$ cat src/rtl/pc_fetch.sv
// pc_fetch: fetch-stage PC generator and instruction-fetch controller for the
// 5-stage MIPS pipeline. It generates pcF, runs one SRAM-like instruction bus
// transaction per instruction, and hands the result to the F/D register.
// Decode redirects (branch/jump) take effect after the delay-slot instruction
// currently in F has been handed off. Exceptions redirect immediately and
// abandon any in-flight bus transaction.
//
// Optional feature macro: FETCH_ADEL_EN. When it is defined, a misaligned
// pcF is never put on the bus. The fetch completes at once with instrF=0 and
// adelF=1.
//
// Ports:
//   clk, resetn              clock, asynchronous active-low reset
//   stallF                   decode not accepting; hold the instruction in F
//   exc_valid, exc_target    exception/eret redirect from M
//   branch_takenD, pc_branchD  taken branch in D and its target
//   jumpD, jump_conflictD, pc_jumpD  jump in D, source-hazard flag, target
//   inst_req, inst_addr      instruction bus request and address
//   inst_addr_ok, inst_data_ok, inst_rdata  bus handshake and read data
//   pcF, pc_plus4F           PC of the current fetch and its +4
//   instrF, instr_validF     fetched instruction and its valid flag
//   adelF                    (FETCH_ADEL_EN only) address-error on fetch
//
// state  | meaning
// -------+----------------------------------------------------------------
// REQ    | request for pcF on the bus, waiting for addr_ok
// WAIT   | address accepted, waiting for data_ok
// DONE   | instruction in instrF, waiting for decode to take it
// CANCEL | draining the data of a request abandoned by an exception
module pc_fetch #(
  parameter logic [31:0] RESET_PC = 32'hBFC00000
) (
  input  logic        clk,
  input  logic        resetn,
  input  logic        stallF,
  input  logic        exc_valid,
  input  logic [31:0] exc_target,
  input  logic        branch_takenD,
  input  logic [31:0] pc_branchD,
  input  logic        jumpD,
  input  logic        jump_conflictD,
  input  logic [31:0] pc_jumpD,
  output logic        inst_req,
  output logic [31:0] inst_addr,
  input  logic        inst_addr_ok,
  input  logic        inst_data_ok,
  input  logic [31:0] inst_rdata,
  output logic [31:0] pcF,
  output logic [31:0] pc_plus4F,
  output logic [31:0] instrF,
`ifdef FETCH_ADEL_EN
  output logic        adelF,
`endif
  output logic        instr_validF
);

  typedef enum logic [1:0] {S_REQ, S_WAIT, S_DONE, S_CANCEL} state_t;

  state_t      state;
  logic        pend_valid;
  logic [31:0] pend_target;
  logic        redirect;
  logic [31:0] target;
  logic [31:0] next_pc;
  logic        handoff;
  logic        misaligned;
  logic        accepted;

  // A jr/jalr whose source is not yet written back is ignored. Decode keeps
  // presenting it until the conflict clears.
  assign redirect  = branch_takenD | (jumpD & ~jump_conflictD);
  assign target    = branch_takenD ? pc_branchD : pc_jumpD;
  assign pc_plus4F = pcF + 32'd4;
  assign next_pc   = redirect ? target : (pend_valid ? pend_target : pc_plus4F);
  // An exception wins over a handoff in the same cycle.
  assign handoff   = (state == S_DONE) && !stallF && !exc_valid;

`ifdef FETCH_ADEL_EN
  assign misaligned = (pcF[1:0] != 2'b00);
`else
  assign misaligned = 1'b0;
`endif

  assign inst_req  = resetn && (state == S_REQ) && !misaligned;
  assign inst_addr = pcF;
  assign accepted  = inst_req && inst_addr_ok;

  always_ff @(posedge clk or negedge resetn) begin
    if (!resetn) begin
      state        <= S_REQ;
      pcF          <= RESET_PC;
      instrF       <= 32'd0;
      instr_validF <= 1'b0;
      pend_valid   <= 1'b0;
      pend_target  <= 32'd0;
`ifdef FETCH_ADEL_EN
      adelF        <= 1'b0;
`endif
    end else if (exc_valid) begin
      pcF          <= exc_target;
      pend_valid   <= 1'b0;
      instr_validF <= 1'b0;
      instrF       <= 32'd0;
`ifdef FETCH_ADEL_EN
      adelF        <= 1'b0;
`endif
      // If the abandoned data returns in the exception cycle itself, nothing
      // is left outstanding, so go straight back to REQ instead of CANCEL.
      case (state)
        S_REQ:    state <= accepted ? S_CANCEL : S_REQ;
        S_WAIT:   state <= inst_data_ok ? S_REQ : S_CANCEL;
        S_CANCEL: state <= inst_data_ok ? S_REQ : S_CANCEL;
        S_DONE:   state <= S_REQ;
        default:  state <= S_REQ;
      endcase
    end else begin
      if (handoff) begin
        pend_valid <= 1'b0;
      end else if (redirect) begin
        pend_valid  <= 1'b1;
        pend_target <= target;
      end
      case (state)
        S_REQ: begin
          if (misaligned) begin
            instrF       <= 32'd0;
            instr_validF <= 1'b1;
`ifdef FETCH_ADEL_EN
            adelF        <= 1'b1;
`endif
            state        <= S_DONE;
          end else if (accepted) begin
            state <= S_WAIT;
          end
        end
        S_WAIT: begin
          if (inst_data_ok) begin
            instrF       <= inst_rdata;
            instr_validF <= 1'b1;
            state        <= S_DONE;
          end
        end
        S_DONE: begin
          if (!stallF) begin
            pcF          <= next_pc;
            instr_validF <= 1'b0;
            instrF       <= 32'd0;
`ifdef FETCH_ADEL_EN
            adelF        <= 1'b0;
`endif
            state        <= S_REQ;
          end
        end
        S_CANCEL: begin
          if (inst_data_ok) state <= S_REQ;
        end
        default: state <= S_REQ;
      endcase
    end
  end

endmodule
$ cat config.mk
export PLATFORM = sky130hd
export DESIGN_NAME = pc_fetch
export DESIGN_NICKNAME = d
export VERILOG_FILES = /design/src/rtl/pc_fetch.sv
export SDC_FILE = /design/constraint.sdc
export NUM_CORES = 1
export LEC_CHECK = 0
export CAP_MARGIN = 15
export CELL_PAD_IN_SITES_DETAIL_PLACEMENT = 1
export CELL_PAD_IN_SITES_GLOBAL_PLACEMENT = 1
export CORE_ASPECT_RATIO = 1.75
export CORE_UTILIZATION = 42
export DETAILED_ROUTE_END_ITERATION = 12
export DONT_BUFFER_PORTS = 1
export PLACE_DENSITY_LB_ADDON = 0.1
export SLEW_MARGIN = 20
export SYNTH_ARGS = -nofsm -noshare
export SYNTH_HDL_FRONTEND = slang
export SYNTH_SLANG_ARGS = --single-unit
$ cat constraint.sdc
create_clock -name clk -period 2.2 [get_ports clk]
set_clock_uncertainty 0.2 [all_clocks]
set_input_delay 0.22 -clock clk [delete_from_list [all_inputs] [get_ports clk]]
set_output_delay 0.22 -clock clk [all_outputs]
set_load 0.05 [all_outputs]
==> results.yml <==
pwr:
  power.clock.fraction_pct: 22.1
  power_frac_seq_pct: 33.8
  switching_share_pct: 44.8
  p_per_area_nw_per_um2: 778
  vdd.ir_drop.worst_mv: 0.511
  static-leakage-power_nw: 4.09
  combPwrFrac_pct: 44.1
  power.switching_mw: 3.31
  internal_power_mw: 4.08
place:
  placed_area_um2: 7060
  port_buffers: 0
  dp.cells: 850
  globalplace.congestion: 0.852
  place.detailed.hpwl_mm: 16.0
  worst_slack_placed_ns: -0.0741
detailed_routing:
  postRouteAntennaNets: 0
  drc: 0
  num_vias: 6700
  post_drt_via_cell_ratio: 6.48
  drt_iter0_drc: 467
  drt_wl_total_mm: 29.7
  drt_pre_antenna_iters: 5
  wl_per_cell_um: 28.7
layout:
  seq_area_um2: 2540
  post-route-cell-area_um2: 9480
  instances_no_fill: 1034
  final_common_cell: "dlygate4sd3_1"
  multi_input_area_um2: 3640
  final_layout_size_suffix_gt1_share_pct: 33.7
  layout.nets: 990
  highest_count_cells_in_the_layout_ignoring_fill_and_taps: "dlygate4sd3_1 (127), buf_4 (94), dfrtp_1 (71), o21ai_0 (66), nand2_1 (63)"
  fillers: 1455
  area.growth.synth_to_final_pct: 58.2
  antenna-diode-count: 0
  post-route-util_pct: 68.2
critical_path:
  cp-end-kind: "output port"
  critPathRequiredTime_ns: 1.78
  rrSetupSlack_ns: -0.10
  cp.arrival_ns: 2.13
  startpoint: "inst_addr[13]$_DFFE_PN0P_"
  crit_type: "reg2out"
  crit-reg2reg-launch: "inst_addr[2]$_DFFE_PN0P_"
  worst_setup_path_start_kind: "register"
  worstPathMaxFanout: 5
logic_synthesis:
  yosys_register_bits: 100
  cells_after_synth: 652
  count_of_flip_flops_with_a_built_in_enable_after_synthesis: 0
  synth_fp_nets: 790
  synth.cell_area_um2: 6000
  share_of_synthesized_flip_flops_with_an_asynchronous_set_or_reset_pct: 100
  ys_top_cells_by_area: "dfrtp_1 (38%), mux2i_1 (5.8%), o21ai_0 (5.6%)"
  ys_seq_area_share_pct: 41.9
  synth_top_cell_area_share_pct: 38.0
  synth_top_area_cell: "dfrtp_1"
  yosys_warnings: 0
  most_used_flip_flop_cell_after_synthesis: "dfrtp_1"
  ys_types: 63
  postSynthAreaPerCell_um2: 9.20
clock_network:
  ctsHoldBuffers: 128
  clk_latency_worst_skew_pair_ns: 0.35
  cts-buffers-inserted: 9
  numClockSinks: 100
  clock_tree.htree_level_count: 3
  cts.path.max_buffers: 2
  clk_pin_slew_ns: 0.09
  cts_tree: "yes"
  clock_tree.root_cell: "clkbuf_16"
run:
  max_cap_viol_count: 0
global_route:
  wire_length_of_the_first_global_routing_pass_mm: 42.3
  grt_overflow_total: 0
  first_global_vias: 7427
  grt_use_total_pct: 38.0
  grt_max_degree: 102
  antenna_found_initial: 0
floorplanning:
  chipWidth_um: 92.3
  design.die.area_um2: 14800
  coreArea_um2: 13900
  start_util_pct: 43.1
  rows: 57
  io_pins: 267
  die_y_um: 160
sta:
  hold_violations: 100
  worst_slew_pin_slew_ns: 0.759
  slew_headroom_pct: 49.2
  period_minus_slack_ns: 2.55
  layout_worst_path_cycle_share_pct: 116
  worst_slack_ns: -0.350
  rsz0062_at_grt: "yes"
  finalSetupTns_ns: -6.66
  slew_viol_final: 0
  setup_viol_count_final: 30
  finalHoldWorstSlack_ns: -0.650
  max_freq_mhz: 392
status:
  outcome: "complete, but fails checks"
  failed_checks: "negative hold slack, negative setup slack"
hold_path:
  min-delay-path-class: "in2async"
==> registers in the layout, summed over array words and instances (netlist names) <==
register      cells
state             2
inst_addr        32
pend_valid        1
instrF           32
instr_validF      1
pend_target      32
==> cell usage after synthesis (all sizes together) (4+ instances only) <==
library cell  count
dfrtp            91
nand2            70
o21ai            67
buf              44
clkbuf           38
mux2i            35
a22o             32
a21oi            31
nor2             22
nand3            17
nor3             15
mux2             14
xnor2            14
inv              13
or3              12
and3             11
nor4             10
a31oi             9
dfstp             9
xor2              9
nand4             8
or2               8
o22ai             7
o31ai             7
o211ai            6
nor3b             4
o31a              4
==> worst paths after layout <==
| check | to | depth (start not counted) |
|---|---|---|
| max | pc_plus4F[21] | 6 |
| min | inst_addr[10]$_DFFE_PN0P_ | 0 |
| max reg2reg | inst_addr[14]$_DFFE_PN0P_ | 9 |
| min reg2reg | pend_target[29]$_DFFE_PN0P_ | 2 |
| max in group asynchronous | inst_addr[25]$_DFFE_PN1P_ | 0 |
| min in group clk | pend_target[18]$_DFFE_PN0P_ | 2 |
==> layout make-up <==
class	count	share of cell area, %
Clock inverter	7	0.739
Clock buffer	9	2.37
Sequential cell	100	26.8
Timing Repair Buffer	270	28.7
Inverter	13	0.647
Tap cell	177	2.34
Multi-Input combinational cell	458	38.4
==> routing by layer <==
layer	global-route usage (%)	up-vias	share of wire, %
met1	38.8	3351	33
met4	23.7	0	6.6
met2	68.9	447	53
met5	0	-	0
li1	-	2757	-
met3	8.10	145	6.6
==> repair_timing <==
item,in CTS,in global routing
buffers inserted,20,20
gates resized for setup,82,34
hold endpoints to repair,196,100
pin swaps,30,25
gates cloned,1,0
endpoints found under the setup margin,58,34
==> per-stage QoR <==
stage,power [mW],hold slack (ns)
6_report,7.38,-0.650
3_5_place_dp,5.08,-0.273
2_1_floorplan,4.47,-0.276
3_3_place_gp,5.01,-0.272
4_1_cts,7.09,-0.652
5_1_grt,7.58,-0.658
==> critical path, cell delays in order, from the launching register on <==
cell and delay [ns]:
dfrtp_2 0.42, nand4_1 0.17, buf_6 0.18, buf_4 0.14, or2_4 0.27, o31a_1 0.28, or2_4 0.32
==> kinds of logic after synthesis <==
kind of cell / after synthesis / synth area share (%)
buffers and inverters: 95 / 8.31
AO/OA/AOI/OAI: 195 / 21.4
AND/OR/NAND/NOR: 189 / 16.3
adder cells (fa/ha/maj): 1 / 0.209
flip-flops: 100 / 41.9
XOR/XNOR: 23 / 3.36
multiplexers: 49 / 8.47
==> power groups by stage <==
stage          registers [mW]  clock network, mW  logic [mW]
6_report                 2.49               1.63        3.26
5_1_grt                  2.51               1.70        3.37
4_1_cts                  2.46               1.64        2.99
2_1_floorplan            2.85                  0        1.62
3_3_place_gp             2.46                  0        2.54
3_5_place_dp             2.48                  0        2.60
No activity file was read; power rests on OpenSTA's default activity.
